--- config.mk ---
export PLATFORM = sky130hd
export DESIGN_NAME = ping_pong_ctrl_flat
export DESIGN_NICKNAME = d
export VERILOG_FILES = /design/src/rtl/ping_pong_if.sv /design/src/rtl/ping_pong_ctrl.sv /design/src/flat_wrapper.sv
export SDC_FILE = /design/constraint.sdc
export NUM_CORES = 1
export LEC_CHECK = 0
export CORE_AREA = 2 2 47 71
export CTS_BUF_LIST = sky130_fd_sc_hd__clkbuf_2
export DETAILED_ROUTE_END_ITERATION = 7
export DIE_AREA = 0 0 49 73
export PLACE_DENSITY = 0.74
export SLEW_MARGIN = 20
export SYNTH_ARGS = -nofsm -noshare
export SYNTH_HDL_FRONTEND = slang
export SYNTH_SLANG_ARGS = --single-unit
export TNS_END_PERCENT = 20
--- constraint.sdc ---
create_clock -name clk -period 1.8 [get_ports clk]
set_input_delay 0.36 -clock clk [delete_from_list [all_inputs] [get_ports clk]]
set_output_delay 0.36 -clock clk [all_outputs]
set_load 0.03 [all_outputs]
--- src/rtl/ping_pong_if.sv ---
// Handshake and buffer-control bundle between the ping-pong controller and
// its producer, consumer and the two-bank buffer.
interface ping_pong_if #(
    parameter int ADDR_WIDTH = 3
);
    logic                  start;
    logic                  in_valid;
    logic                  in_ready;
    logic                  wr_en;
    logic                  wr_bank;
    logic [ADDR_WIDTH-1:0] wr_addr;
    logic                  rd_req;
    logic                  rd_en;
    logic                  rd_bank;
    logic [ADDR_WIDTH-1:0] rd_addr;
    logic                  out_valid;
    logic [1:0]            bank_full;
    logic                  busy;
    logic                  done;

    modport master (
        input  start, in_valid, rd_req,
        output in_ready, wr_en, wr_bank, wr_addr,
        output rd_en, rd_bank, rd_addr, out_valid, bank_full, busy, done
    );

    modport slave (
        output start, in_valid, rd_req,
        input  in_ready, wr_en, wr_bank, wr_addr,
        input  rd_en, rd_bank, rd_addr, out_valid, bank_full, busy, done
    );
endinterface

--- src/rtl/ping_pong_ctrl.sv ---
// Double-buffer (ping-pong) controller: the producer fills one bank while the
// consumer drains the other, for NUM_TILES tiles of DEPTH words per job.
module ping_pong_ctrl #(
    parameter int DEPTH      = 8,
    parameter int ADDR_WIDTH = $clog2(DEPTH),
    parameter int NUM_TILES  = 16
) (
    input  logic        clk,
    input  logic        rst_n,
    ping_pong_if.master bus
);
    localparam int                    TILE_W    = $clog2(NUM_TILES + 1);
    localparam logic [ADDR_WIDTH-1:0] LAST_ADDR = ADDR_WIDTH'(DEPTH - 1);
    localparam logic [TILE_W-1:0]     TILES     = TILE_W'(NUM_TILES);

    typedef enum logic [1:0] {
        IDLE = 2'd0,
        RUN  = 2'd1,
        DONE = 2'd2
    } state_t;

    state_t                state, state_nxt;
    logic [ADDR_WIDTH-1:0] wcnt, rcnt;
    logic [TILE_W-1:0]     wr_tiles, rd_tiles;
    logic                  wb, rb;
    logic [1:0]            bank_full;
    logic                  vld_p1;

    logic                  run;
    logic                  in_ready_c;
    logic                  wr_hs, rd_hs;
    logic                  wr_last, rd_last;
    logic [1:0]            full_set, full_clr;

    assign run = (state == RUN);

    always_comb begin
        state_nxt = state;
        case (state)
            IDLE:    if (bus.start) state_nxt = RUN;
            RUN:     if (rd_tiles == TILES) state_nxt = DONE;
            DONE:    state_nxt = IDLE;
            default: state_nxt = IDLE;
        endcase
    end

    // Bank flags only change at the edge, so a bank drained this cycle is
    // not offered to the producer until the next one.
    always_comb begin
        in_ready_c = run && !bank_full[wb] && (wr_tiles < TILES);
        wr_hs      = bus.in_valid && in_ready_c;
        rd_hs      = run && bus.rd_req && bank_full[rb];
        wr_last    = wr_hs && (wcnt == LAST_ADDR);
        rd_last    = rd_hs && (rcnt == LAST_ADDR);
        full_set   = {wb, ~wb} & {2{wr_last}};
        full_clr   = {rb, ~rb} & {2{rd_last}};
    end

    always_ff @(posedge clk or negedge rst_n) begin
        if (!rst_n) state <= IDLE;
        else        state <= state_nxt;
    end

    always_ff @(posedge clk or negedge rst_n) begin
        if (!rst_n) begin
            wcnt      <= '0;
            rcnt      <= '0;
            wr_tiles  <= '0;
            rd_tiles  <= '0;
            wb        <= 1'b0;
            rb        <= 1'b0;
            bank_full <= 2'b00;
        end else if (state == IDLE && bus.start) begin
            wcnt      <= '0;
            rcnt      <= '0;
            wr_tiles  <= '0;
            rd_tiles  <= '0;
            wb        <= 1'b0;
            rb        <= 1'b0;
            bank_full <= 2'b00;
        end else begin
            if (wr_hs) begin
                wcnt <= wr_last ? '0 : wcnt + 1'b1;
                if (wr_last) begin
                    wb       <= ~wb;
                    wr_tiles <= wr_tiles + 1'b1;
                end
            end
            if (rd_hs) begin
                rcnt <= rd_last ? '0 : rcnt + 1'b1;
                if (rd_last) begin
                    rb       <= ~rb;
                    rd_tiles <= rd_tiles + 1'b1;
                end
            end
            bank_full <= (bank_full | full_set) & ~full_clr;
        end
    end

    // p0 -> p1: buffer read data appears one cycle after the read strobe
    always_ff @(posedge clk or negedge rst_n) begin
        if (!rst_n) vld_p1 <= 1'b0;
        else        vld_p1 <= rd_hs;
    end

    assign bus.in_ready  = in_ready_c;
    assign bus.wr_en     = wr_hs;
    assign bus.wr_bank   = run & wb;
    assign bus.wr_addr   = run ? wcnt : '0;
    assign bus.rd_en     = rd_hs;
    assign bus.rd_bank   = run & rb;
    assign bus.rd_addr   = run ? rcnt : '0;
    assign bus.out_valid = vld_p1;
    assign bus.bank_full = bank_full;
    assign bus.busy      = run;
    assign bus.done      = (state == DONE);
endmodule

--- src/flat_wrapper.sv ---
// flat-port wrapper written by rule: the top's interface ports become plain ports
module ping_pong_ctrl_flat 
#(
    parameter int DEPTH      = 8,
    parameter int ADDR_WIDTH = $clog2(DEPTH),
    parameter int NUM_TILES  = 16
)
  (clk, rst_n, bus_start, bus_in_valid, bus_rd_req, bus_in_ready, bus_wr_en, bus_wr_bank, bus_wr_addr, bus_rd_en, bus_rd_bank, bus_rd_addr, bus_out_valid, bus_bank_full, bus_busy, bus_done);
  ping_pong_if #(.ADDR_WIDTH(ADDR_WIDTH)) bus_i ();
  input  logic clk;
  input  logic rst_n;
  input wire logic [$bits(bus_i.start)-1:0] bus_start;
  input wire logic [$bits(bus_i.in_valid)-1:0] bus_in_valid;
  input wire logic [$bits(bus_i.rd_req)-1:0] bus_rd_req;
  output wire logic [$bits(bus_i.in_ready)-1:0] bus_in_ready;
  output wire logic [$bits(bus_i.wr_en)-1:0] bus_wr_en;
  output wire logic [$bits(bus_i.wr_bank)-1:0] bus_wr_bank;
  output wire logic [$bits(bus_i.wr_addr)-1:0] bus_wr_addr;
  output wire logic [$bits(bus_i.rd_en)-1:0] bus_rd_en;
  output wire logic [$bits(bus_i.rd_bank)-1:0] bus_rd_bank;
  output wire logic [$bits(bus_i.rd_addr)-1:0] bus_rd_addr;
  output wire logic [$bits(bus_i.out_valid)-1:0] bus_out_valid;
  output wire logic [$bits(bus_i.bank_full)-1:0] bus_bank_full;
  output wire logic [$bits(bus_i.busy)-1:0] bus_busy;
  output wire logic [$bits(bus_i.done)-1:0] bus_done;
  assign bus_i.start = bus_start;
  assign bus_i.in_valid = bus_in_valid;
  assign bus_i.rd_req = bus_rd_req;
  assign bus_in_ready = bus_i.in_ready;
  assign bus_wr_en = bus_i.wr_en;
  assign bus_wr_bank = bus_i.wr_bank;
  assign bus_wr_addr = bus_i.wr_addr;
  assign bus_rd_en = bus_i.rd_en;
  assign bus_rd_bank = bus_i.rd_bank;
  assign bus_rd_addr = bus_i.rd_addr;
  assign bus_out_valid = bus_i.out_valid;
  assign bus_bank_full = bus_i.bank_full;
  assign bus_busy = bus_i.busy;
  assign bus_done = bus_i.done;
  ping_pong_ctrl #(.DEPTH(DEPTH), .ADDR_WIDTH(ADDR_WIDTH), .NUM_TILES(NUM_TILES)) u_core (.clk(clk), .rst_n(rst_n), .bus(bus_i));
endmodule
; Yosys cells after proc, flatten, opt, wreduce, memory -nomap -nowiden
; Cells that the tools add are included.
[word_totals]
mem_count = 0
word_cells = 77
out_inout_bits = 16
ramBits = 0
latch_bits = 0
regBits = 23
rom_bits = 0
input_bits = 5
[classes]
n_shift = 0
muxes = 28
div = 0
add_sub_neg = 4
n_bitwise = 9
eq_ne = 7
n_reduce_logical = 17
n_mul = 0
n_lt_le_gt_ge = 3
[ops]
columns = cell, count
row1 = $mux 5, 6
row2 = $mux 3, 8
row3 = $add 5x1->5 const B, 2
row4 = $mux 1, 10
row5 = $logic_and 1x1->1, 8
row6 = $reduce_bool 2->1, 4
row7 = $add 3x1->3 const B, 2
row8 = $and 2x2->2, 3
row9 = $eq 3x3->1 const B, 2
row10 = $mux 2, 3
row11 = $reduce_and 2->1, 3
row12 = $eq 5x5->1 const B, 1
row13 = $lt 5x5->1 const B, 1
row14 = $lt 1x2->1 const B, 2
row15 = $ne 2x2->1 const B, 2
row16 = $pmux 2 s2, 1
row17 = $and 1x1->1, 2
row18 = $eq 2x1->1 const B, 1
row19 = $eq 2x2->1 const B, 1
row20 = $logic_not 2->1, 1
row21 = $not 1->1, 2
row22 = $not 2->2, 1
row23 = $or 2x2->2, 1
row24 = $logic_not 1->1, 1

; Longest topological paths before layout
; Gate-level depths: netlist of the first run.
[depth]
word_depth = 11
depth_mapped = 5
ltp_nobuf = 5

; Worst setup path before layout of the first run
; No wires, ideal clock.
[synth_timing]
kind = register -> output
from = reg u_core.bank_full[0], in the netlist u_core.bus.bank_full[0]
to = out bus_in_ready
path_stages_with_launch = 3
path_slack_ps = -84
required_time_ps = 1440
arrival_ps = 1524
n_path_buf = 0
path_cell_list = dfrtp_1 -> mux2_4 -> nor3_1
[synth_between]
elab_chain_len = 5
[synth_lines]
columns = element, line_no
row1 = "start, declared", ping_pong_ctrl.sv:26  ; logic [1:0] bank_full;
row2 = "start signal, assigned", ping_pong_ctrl.sv:96  ; bank_full <= (bank_full | full_set) & ~full_clr;
row3 = $mux 1 (implied by the code) (2 in series), ping_pong_ctrl.sv:50  ; in_ready_c = run && !bank_full[wb] && (wr_tiles < TILES);
row4 = $logic_not 1->1, ping_pong_ctrl.sv:50
row5 = $logic_and 1x1->1 (2 in series), ping_pong_ctrl.sv:50
row6 = "end, declared", flat_wrapper.sv:15  ; output wire logic [$bits(bus_i.in_ready)-1:0] bus_in_ready;
; No other way between the ends. The select of a mux whose other input is x is not followed.

; Worst setup path after layout of the first run
[layout_timing]
from = reg u_core.state[1]
to = out bus_rd_en
[layout_between]
elab_chain_len = 3
[layout_lines]
columns = element, line_no
row1 = "start, declared", ping_pong_ctrl.sv:22  ; state_t state, state_nxt;
row2 = "start signal, assigned", ping_pong_ctrl.sv:61  ; else state <= state_nxt;
row3 = $eq 2x1->1, ping_pong_ctrl.sv:35  ; assign run = (state == RUN);
row4 = $logic_and 1x1->1 (2 in series), ping_pong_ctrl.sv:52  ; rd_hs = run && bus.rd_req && bank_full[rb];
row5 = "end, declared", flat_wrapper.sv:19  ; output wire logic [$bits(bus_i.rd_en)-1:0] bus_rd_en;
; No other way between the ends.

==> results of run 1 <==
==> power groups by stage <==
stage                     clock (mW)  combinational [mW]  sequential (mW)
final                          0.223                1.18            0.788
after global routing           0.242                1.28            0.810
after CTS                      0.228                1.10            0.789
after detailed placement           0                1.06            0.797
after global placement             0                1.04            0.786
after floorplan                    0               0.677            0.816
==> worst max-delay path by stage <==
stage,start,end,slack [ns],cells after the start
floorplan,u_core.bus.bank_full[1],bus_rd_en,0.07,3
global placement,bus_rd_req,bus_rd_en,0.06,4
detailed placement,bus_rd_req,u_core.rcnt[2],0.02,4
CTS,u_core.state[1],bus_rd_en,-0.11,4
global route,u_core.state[1],bus_rd_en,-0.17,4
finish,u_core.state[1],bus_rd_en,-0.09,4
==> kinds of logic (layout without fill, tap and decap cells) <==
logic type | count (synthesis) | in the layout | synth area share (%)
AND/OR/NAND/NOR | 49 | 49 | 23.75
multiplexers | 10 | 10 | 8.374
buffers and inverters | 8 | 47 | 2.956
AO/OA/AOI/OAI | 27 | 27 | 12.71
adder cells (fa/ha/maj) | 7 | 7 | 6.896
flip-flops | 23 | 23 | 45.32
==> metal layers <==
layer	global-route usage [%]	up-vias
li1	-	545
met1	19.42	549
met2	30.44	27
met3	3.074	9
met4	11.75	0
met5	0	-
==> worst reg2reg max path: stages, from the launching register on <==
cell and delay, ns:
sky130_fd_sc_hd__dfrtp_1 0.47, sky130_fd_sc_hd__ha_1 0.22, sky130_fd_sc_hd__ha_1 0.27, sky130_fd_sc_hd__or4_1 0.52
sky130_fd_sc_hd__a21oi_1 0.15
==> timing repair <==
action	in CTS	in global routing
cloned	1	0
pin swaps	2	1
setup endpoints to repair	15	12
gates resized for setup	14	9
setup buffers	3	5
==> area by class of cell <==
class | instances | area [µm²]
fillers | 272 | 1341
multi-input cells | 93 | 701.9
flip-flops and latches | 23 | 580.6
repair buffers | 37 | 314.1
well taps | 40 | 50.05
clock buffers | 4 | 20.02
inverters | 5 | 18.77
repair inverters | 1 | 7.507
==> through the flow <==
stage | hold slack, ns | TNS (ns) | worst slack, ns | cells | total power [mW]
finish | 0.3185 | -0.1684 | -0.08589 | 203 | 2.194
global route | 0.3309 | -0.4225 | -0.1737 | 203 | 2.336
CTS | 0.3235 | -0.2482 | -0.1075 | 198 | 2.113
detailed placement | 0.4765 | 0 | 0.02379 | 190 | 1.859
global placement | 0.4737 | 0 | 0.06044 | 190 | 1.827
floorplan | 0.06441 | 0 | 0.06727 | 124 | 1.493
==> state kept, by name (all words and copies together), names as in the netlist <==
name and flops:
u_core.wr_tiles 5, u_core.bus.bank_full 2, u_core.bus.out_valid 1, u_core.rcnt 3, u_core.state 2, u_core.wb 1
u_core.rb 1, u_core.rd_tiles 5, u_core.wcnt 3
==> placed cells by master, fill, tap and decap left out, types with 2 or more instances in the layout <==
| cell type | netlist | routed |
|---|---|---|
| sky130_fd_sc_hd__nand4_1 | 2 | 2 |
| sky130_fd_sc_hd__nand3_1 | 7 | 7 |
| sky130_fd_sc_hd__dlygate4sd2_1 | 0 | 2 |
| sky130_fd_sc_hd__and2_1 | 7 | 5 |
| sky130_fd_sc_hd__a41oi_1 | 2 | 2 |
| sky130_fd_sc_hd__clkbuf_2 | 0 | 4 |
| sky130_fd_sc_hd__nand4b_1 | 2 | 2 |
| sky130_fd_sc_hd__and2_4 | 0 | 2 |
| sky130_fd_sc_hd__dfrtp_2 | 0 | 4 |
| sky130_fd_sc_hd__buf_6 | 1 | 5 |
| sky130_fd_sc_hd__ha_1 | 7 | 7 |
| sky130_fd_sc_hd__dfrtp_1 | 23 | 19 |
| sky130_fd_sc_hd__clkdlybuf4s50_1 | 0 | 5 |
| sky130_fd_sc_hd__o31ai_1 | 2 | 2 |
| sky130_fd_sc_hd__buf_4 | 0 | 24 |
| sky130_fd_sc_hd__mux2i_1 | 8 | 8 |
| sky130_fd_sc_hd__nand2_1 | 8 | 8 |
| sky130_fd_sc_hd__o21ai_0 | 9 | 9 |
| sky130_fd_sc_hd__or4_1 | 4 | 4 |
| sky130_fd_sc_hd__a21oi_1 | 10 | 10 |
| sky130_fd_sc_hd__nor3_1 | 6 | 5 |
| sky130_fd_sc_hd__inv_1 | 5 | 4 |
==> impl_metrics.toml, run 1 <==
[run_status]
outcome = "finished with violations"
violated_checks = "negative setup slack"

[grt]
globalRouteTotalUtil_pct = 17.48
gr-total-overflow = 0
grt_pass1_wl_mm = 4.843
first_global_vias = 1136
maximum_number_of_pins_on_one_net_before_global_route_repair = 24
antenna_found_initial = 0

[drt]
met3RoutedLength_um = 89
drt-met1-wl_mm = 1.220
post_drt_wl_per_cell_um = 14.36
wl_met2_mm = 1.522
ant_nets = 0
drt-pass1-iter-count = 4
drt-initial-drc-count = 22
drt-vias-per-instance = 5.567
num_vias = 1130
route.detailed.drc = 0
highest-signal-layer = "met4"
drt-total-wl_mm = 2.915

[timing]
rsz0062_at_grt = "yes"
period_minus_slack_ns = 1.886
timing.final.max_slew_violations = 0
setup-violations-final = 3
fin_skew_ns = 0.004930
max-slew-margin-rel_pct = 68.04
tightest_slew_ns = 0.4661
clock.fmax_ghz = 0.5303
layout_worst_path_cycle_share_pct = 104.8
timing_hold_violations_final = 0
setup_slack_ns = -0.08589

[synthesis]
synth_top_flop_cell = "sky130_fd_sc_hd__dfrtp_1"
synth_enable_flop_cells = 0
yosys.area.top_type_share_pct = 45.32
most_common_cell_in_the_netlist = "sky130_fd_sc_hd__dfrtp_1"
fraction_of_registers_with_async_set_reset_pct = 100.0
synth.ff_latch_count = 23
synth.yosys.seq_area_share_pct = 45.32
mappedNetlistArea_um2 = 1270
synth_cells = 124
syn-num-nets = 136
synth.cells.most_frequent = "sky130_fd_sc_hd__dfrtp_1 (23), sky130_fd_sc_hd__a21oi_1 (10), sky130_fd_sc_hd__o21ai_0 (9)"
ys.warnings.count = 0
synth.distinct_cells = 34
syn_area_per_cell_um2 = 10.24
synth_top_cell_by_area = "sky130_fd_sc_hd__dfrtp_1"
netlist_top_cells_area = "sky130_fd_sc_hd__dfrtp_1 (45%), sky130_fd_sc_hd__ha_1 (6.9%), sky130_fd_sc_hd__mux2i_1 (6.3%), sky130_fd_sc_hd__a21oi_1 (3.9%), sky130_fd_sc_hd__o21ai_0 (3.5%)"

[job]
max_cap_violations = 0

[power_and_ir_drop]
vdd.ir_drop.worst_mv = 0.7051
power_density_over_the_cells_nw_per_um2 = 1296
seq_power_share_pct = 35.9
power.switching_fraction_pct = 43.46
comb_power_share_pct = 53.9
power_internal_mw = 1.241
switching_power_mw = 0.9537
clockPowerShare_pct = 10.1
p_leak_nw = 0.7709

[finish]
final_area_um2 = 1693
utilization_pct = 55.79
design.final.nets = 176
area_growth_syn_to_layout_pct = 33.30
final_layout_size_suffix_gt1_share_pct = 30.67
antenna-diode-count = 0

[die]
fp.dieH_um = 73
rows = 25
floorplan.initialDensity_pct = 41.86
fp.dieW_um = 49
design.die.area_um2 = 3577
design.portCount = 21
core_region_area_um2 = 3034

[cts]
worst_skew_pair.late_latency_ns = 0.35
cts_tree = "yes"
cts_inserted_buffers = 3
clock_sinks = 23
htree_levels = 1
clkTransAtPathRegs_ns = 0.22
ctsRootBufferMaster = "sky130_fd_sc_hd__clkbuf_2"
clk_path_buf_depth = 2
cts_hold_buf = 0

[setup_path]
critPathMaxFanout = 6
critPathTopFamily = "flip-flops"
cell_breakdown_of_the_critical_path = "buf_4 -> nand3b_1 -> nor2_2 -> buf_4"
critPathSlowestCell = "sky130_fd_sc_hd__dfrtp_1"
worst_r2r_endpoint = "u_core.wcnt[0]"
timing.critical_path.from_type = "register"
critPathKind = "reg2out"
critical-path-max-stage-delay_ns = 0.47
worstRegToRegCells = 4
cp_data_arrival_time_ns = 1.53
critPathRequiredTime_ns = 1.44
worstReg2RegStart = "u_core.wcnt[0]"
timing.critical_path.buf_inv = 2
reg2reg_setup_slack_ns = 0.13
cp-end-kind = "output port"
timing.critical_path.mode_cell = "sky130_fd_sc_hd__buf_4"

[place]
detailedPlacementHpwl_mm = 2.042
gpl.final_weighted_congestion = 0.8080
port_buffers = 20
placed_cell_area_um2 = 1544

[hold_path]
min_path_type = "in2async"
Power figures use the tool's default switching activity.
==> run 2: changes to the inputs <==
--- a/config.mk
+++ b/config.mk
@@ -5,11 +5,12 @@
 export SDC_FILE = /design/constraint.sdc
 export NUM_CORES = 1
 export LEC_CHECK = 0
-export CORE_AREA = 2 2 47 71
+export CORE_AREA = 2 2 57 59
 export CTS_BUF_LIST = sky130_fd_sc_hd__clkbuf_2
+export CTS_CLUSTER_SIZE = 8
 export DETAILED_ROUTE_END_ITERATION = 7
-export DIE_AREA = 0 0 49 73
-export PLACE_DENSITY = 0.74
+export DIE_AREA = 0 0 59 61
+export PLACE_DENSITY = 0.77
 export SLEW_MARGIN = 20
 export SYNTH_ARGS = -nofsm -noshare
 export SYNTH_HDL_FRONTEND = slang
==> constraint.sdc (replaced) <==
create_clock -name clk -period 1.7 [get_ports clk]
set_input_delay 0.34 -clock clk [delete_from_list [all_inputs] [get_ports clk]]
set_output_delay 0.34 -clock clk [all_outputs]
set_load 0.03 [all_outputs]
==> impl_metrics.toml, run 2 (synthesis gave the netlist of run 1 again) <==
[power_and_ir_drop]
power_density_over_the_cells_nw_per_um2 = 1431
switching_power_mw = 1.097
clockPowerShare_pct = 9.2
p_leak_nw = 0.8268
fin_total_pwr_mw = 2.577
comb_power_share_pct = 57.4
power.switching_fraction_pct = 42.58
power_internal_mw = 1.480
seq_power_share_pct = 33.4
vdd.ir_drop.worst_mv = 0.4926

[die]
design.portCount = 21
core_region_area_um2 = 2953
design.die.area_um2 = 3599
fp.dieW_um = 59
floorplan.initialDensity_pct = 43.01
fp.dieH_um = 61
rows = 20

[cts]
cts_inserted_buffers = 3
htree_levels = 1
clock_sinks = 23
cts_tree = "yes"
clkTransAtPathRegs_ns = 0.23
ctsRootBufferMaster = "sky130_fd_sc_hd__clkbuf_2"
cts_hold_buf = 0
clk_path_buf_depth = 2
worst_skew_pair.late_latency_ns = 0.35

[run_status]
outcome = "finished with violations"
violated_checks = "negative setup slack"

[place]
dp_slack_ns = -0.06679
port_buffers = 20
gpl.final_weighted_congestion = 0.8064
detailedPlacementHpwl_mm = 2.149

[finish]
layout_common_cells = "sky130_fd_sc_hd__buf_4 (24), sky130_fd_sc_hd__dfrtp_1 (19), sky130_fd_sc_hd__buf_6 (12)"
final_layout_size_suffix_gt1_share_pct = 42.01
area_growth_syn_to_layout_pct = 41.77
design.final.nets = 182
fillCellCount = 249
layout_top_registers = "u_core.rd_tiles: 5 flops, u_core.wr_tiles: 5 flops"
antenna-diode-count = 0
utilization_pct = 60.97
mostFrequentLayoutCell = "sky130_fd_sc_hd__buf_4"

[drt]
drt-total-wl_mm = 3.236
highest-signal-layer = "met4"
wl_met2_mm = 1.701
met3RoutedLength_um = 86
drt-met1-wl_mm = 1.409
drt-initial-drc-count = 37
ant_nets = 0
drt-vias-per-instance = 5.703
post_drt_wl_per_cell_um = 16.02
route.detailed.drc = 0
num_vias = 1152
drt-pass1-iter-count = 4

[job]
max_cap_violations = 0

[setup_path]
worst_r2r_endpoint = "u_core.rcnt[2]"
worstReg2RegStart = "u_core.state[1]"
cp-end-kind = "output port"
timing.critical_path.from = "u_core.state[1]"
cp_num_cells = 4
critPathMaxFanout = 5
worst_setup_path_endpoint = "bus_rd_en"
critical-path-max-stage-delay_ns = 0.46
timing.critical_path.buf_inv = 2
timing.critical_path.mode_cell = "sky130_fd_sc_hd__buf_6"
cp_data_arrival_time_ns = 1.52
critPathSlowestCell = "sky130_fd_sc_hd__dfrtp_1"
critPathTopFamily = "flip-flops"
worstRegToRegCells = 5
cell_breakdown_of_the_critical_path = "buf_6 -> nand3b_1 -> nor2_2 -> buf_6"
critPathKind = "reg2out"
reg2reg_setup_slack_ns = -0.04
timing.critical_path.from_type = "register"
critPathRequiredTime_ns = 1.36

[timing]
tightest_slew_ns = 0.3077
max-slew-margin-rel_pct = 79.33
timing.final.max_slew_violations = 0
setup-violations-final = 13
layout_worst_path_cycle_share_pct = 109.2
setup_slack_ns = -0.1571
clock.fmax_ghz = 0.5385
fin_skew_ns = 0.007958
rsz0062_at_grt = "yes"
period_minus_slack_ns = 1.857
timing_hold_violations_final = 0

[grt]
grt_pass1_wl_mm = 5.319
maximum_number_of_pins_on_one_net_before_global_route_repair = 24
globalRouteTotalUtil_pct = 19.54
first_global_vias = 1176
antenna_found_initial = 0
gr-total-overflow = 0

[hold_path]
min_path_type = "in2async"
## run 2: changes by cell type in the layout (fill, tap and decap cells not counted), sizes merged
cell / before / now
clkdlybuf4s50: 5 / 4
clkdlybuf4s15: 1 / 0
clkinvlp: 1 / 0
buf: 29 / 37
dlygate4sd2: 2 / 3
## run 2: how the worst min path moves through the flow
| stage | start | to | slack [ns] | cells past startpoint |
|---|---|---|---|---|
| after floorplan | rst_n | u_core.bus.bank_full[0] | 0.04 | 0 |
| after global placement | u_core.rd_tiles[4] | u_core.rd_tiles[4] | 0.47 | 1 |
| after detailed placement | u_core.rd_tiles[4] | u_core.rd_tiles[4] | 0.47 | 1 |
| after CTS | rst_n | u_core.rd_tiles[3] | 0.30 | 2 |
| after global routing | rst_n | u_core.rd_tiles[3] | 0.32 | 2 |
| final | rst_n | u_core.rd_tiles[3] | 0.29 | 2 |
## run 2: metal layers
layer / vias up / global-route usage, %
li1: 552 / -
met1: 577 / 24.43
met2: 18 / 33.97
met3: 5 / 2.345
met4: 0 / 8.766
met5: - / 0
## run 2: per-stage QoR
| stage | TNS, ns | std cells | hold WS [ns] | cell area [µm²] |
|---|---|---|---|---|
| finish | -1.539 | 202 | 0.2929 | 1800 |
| global route | -2.594 | 202 | 0.3191 | 1800 |
| CTS | -0.6363 | 194 | 0.3027 | 1674 |
| detailed placement | -0.1930 | 186 | 0.4716 | 1558 |
| global placement | -0.02255 | 186 | 0.4717 | 1558 |
| floorplan | -0.01273 | 124 | 0.04441 | 1275 |
## run 2: layout make-up
type | instances | area [µm²] | area share [%]
clock buffers | 4 | 20.02 | 1.112
inverters | 5 | 23.77 | 1.320
multi-input cells | 93 | 748.2 | 41.56
flip-flops and latches | 23 | 580.6 | 32.24
well taps | 33 | 41.29 | 2.293
repair buffers | 44 | 386.6 | 21.47
## run 2: what timing repair did
item                       4_1_cts  5_1_grt
gates resized for setup         29       21
setup buffers                    4        8
setup endpoints to repair       16       20
pin swaps                        4        4
## run 2: power groups by stage
stage	clock network [mW]	registers, mW	logic (mW)
finish	0.238	0.861	1.48
floorplan	0	0.864	0.717
CTS	0.244	0.843	1.28
global placement	0	0.829	1.15
global route	0.259	0.885	1.60
detailed placement	0	0.846	1.19
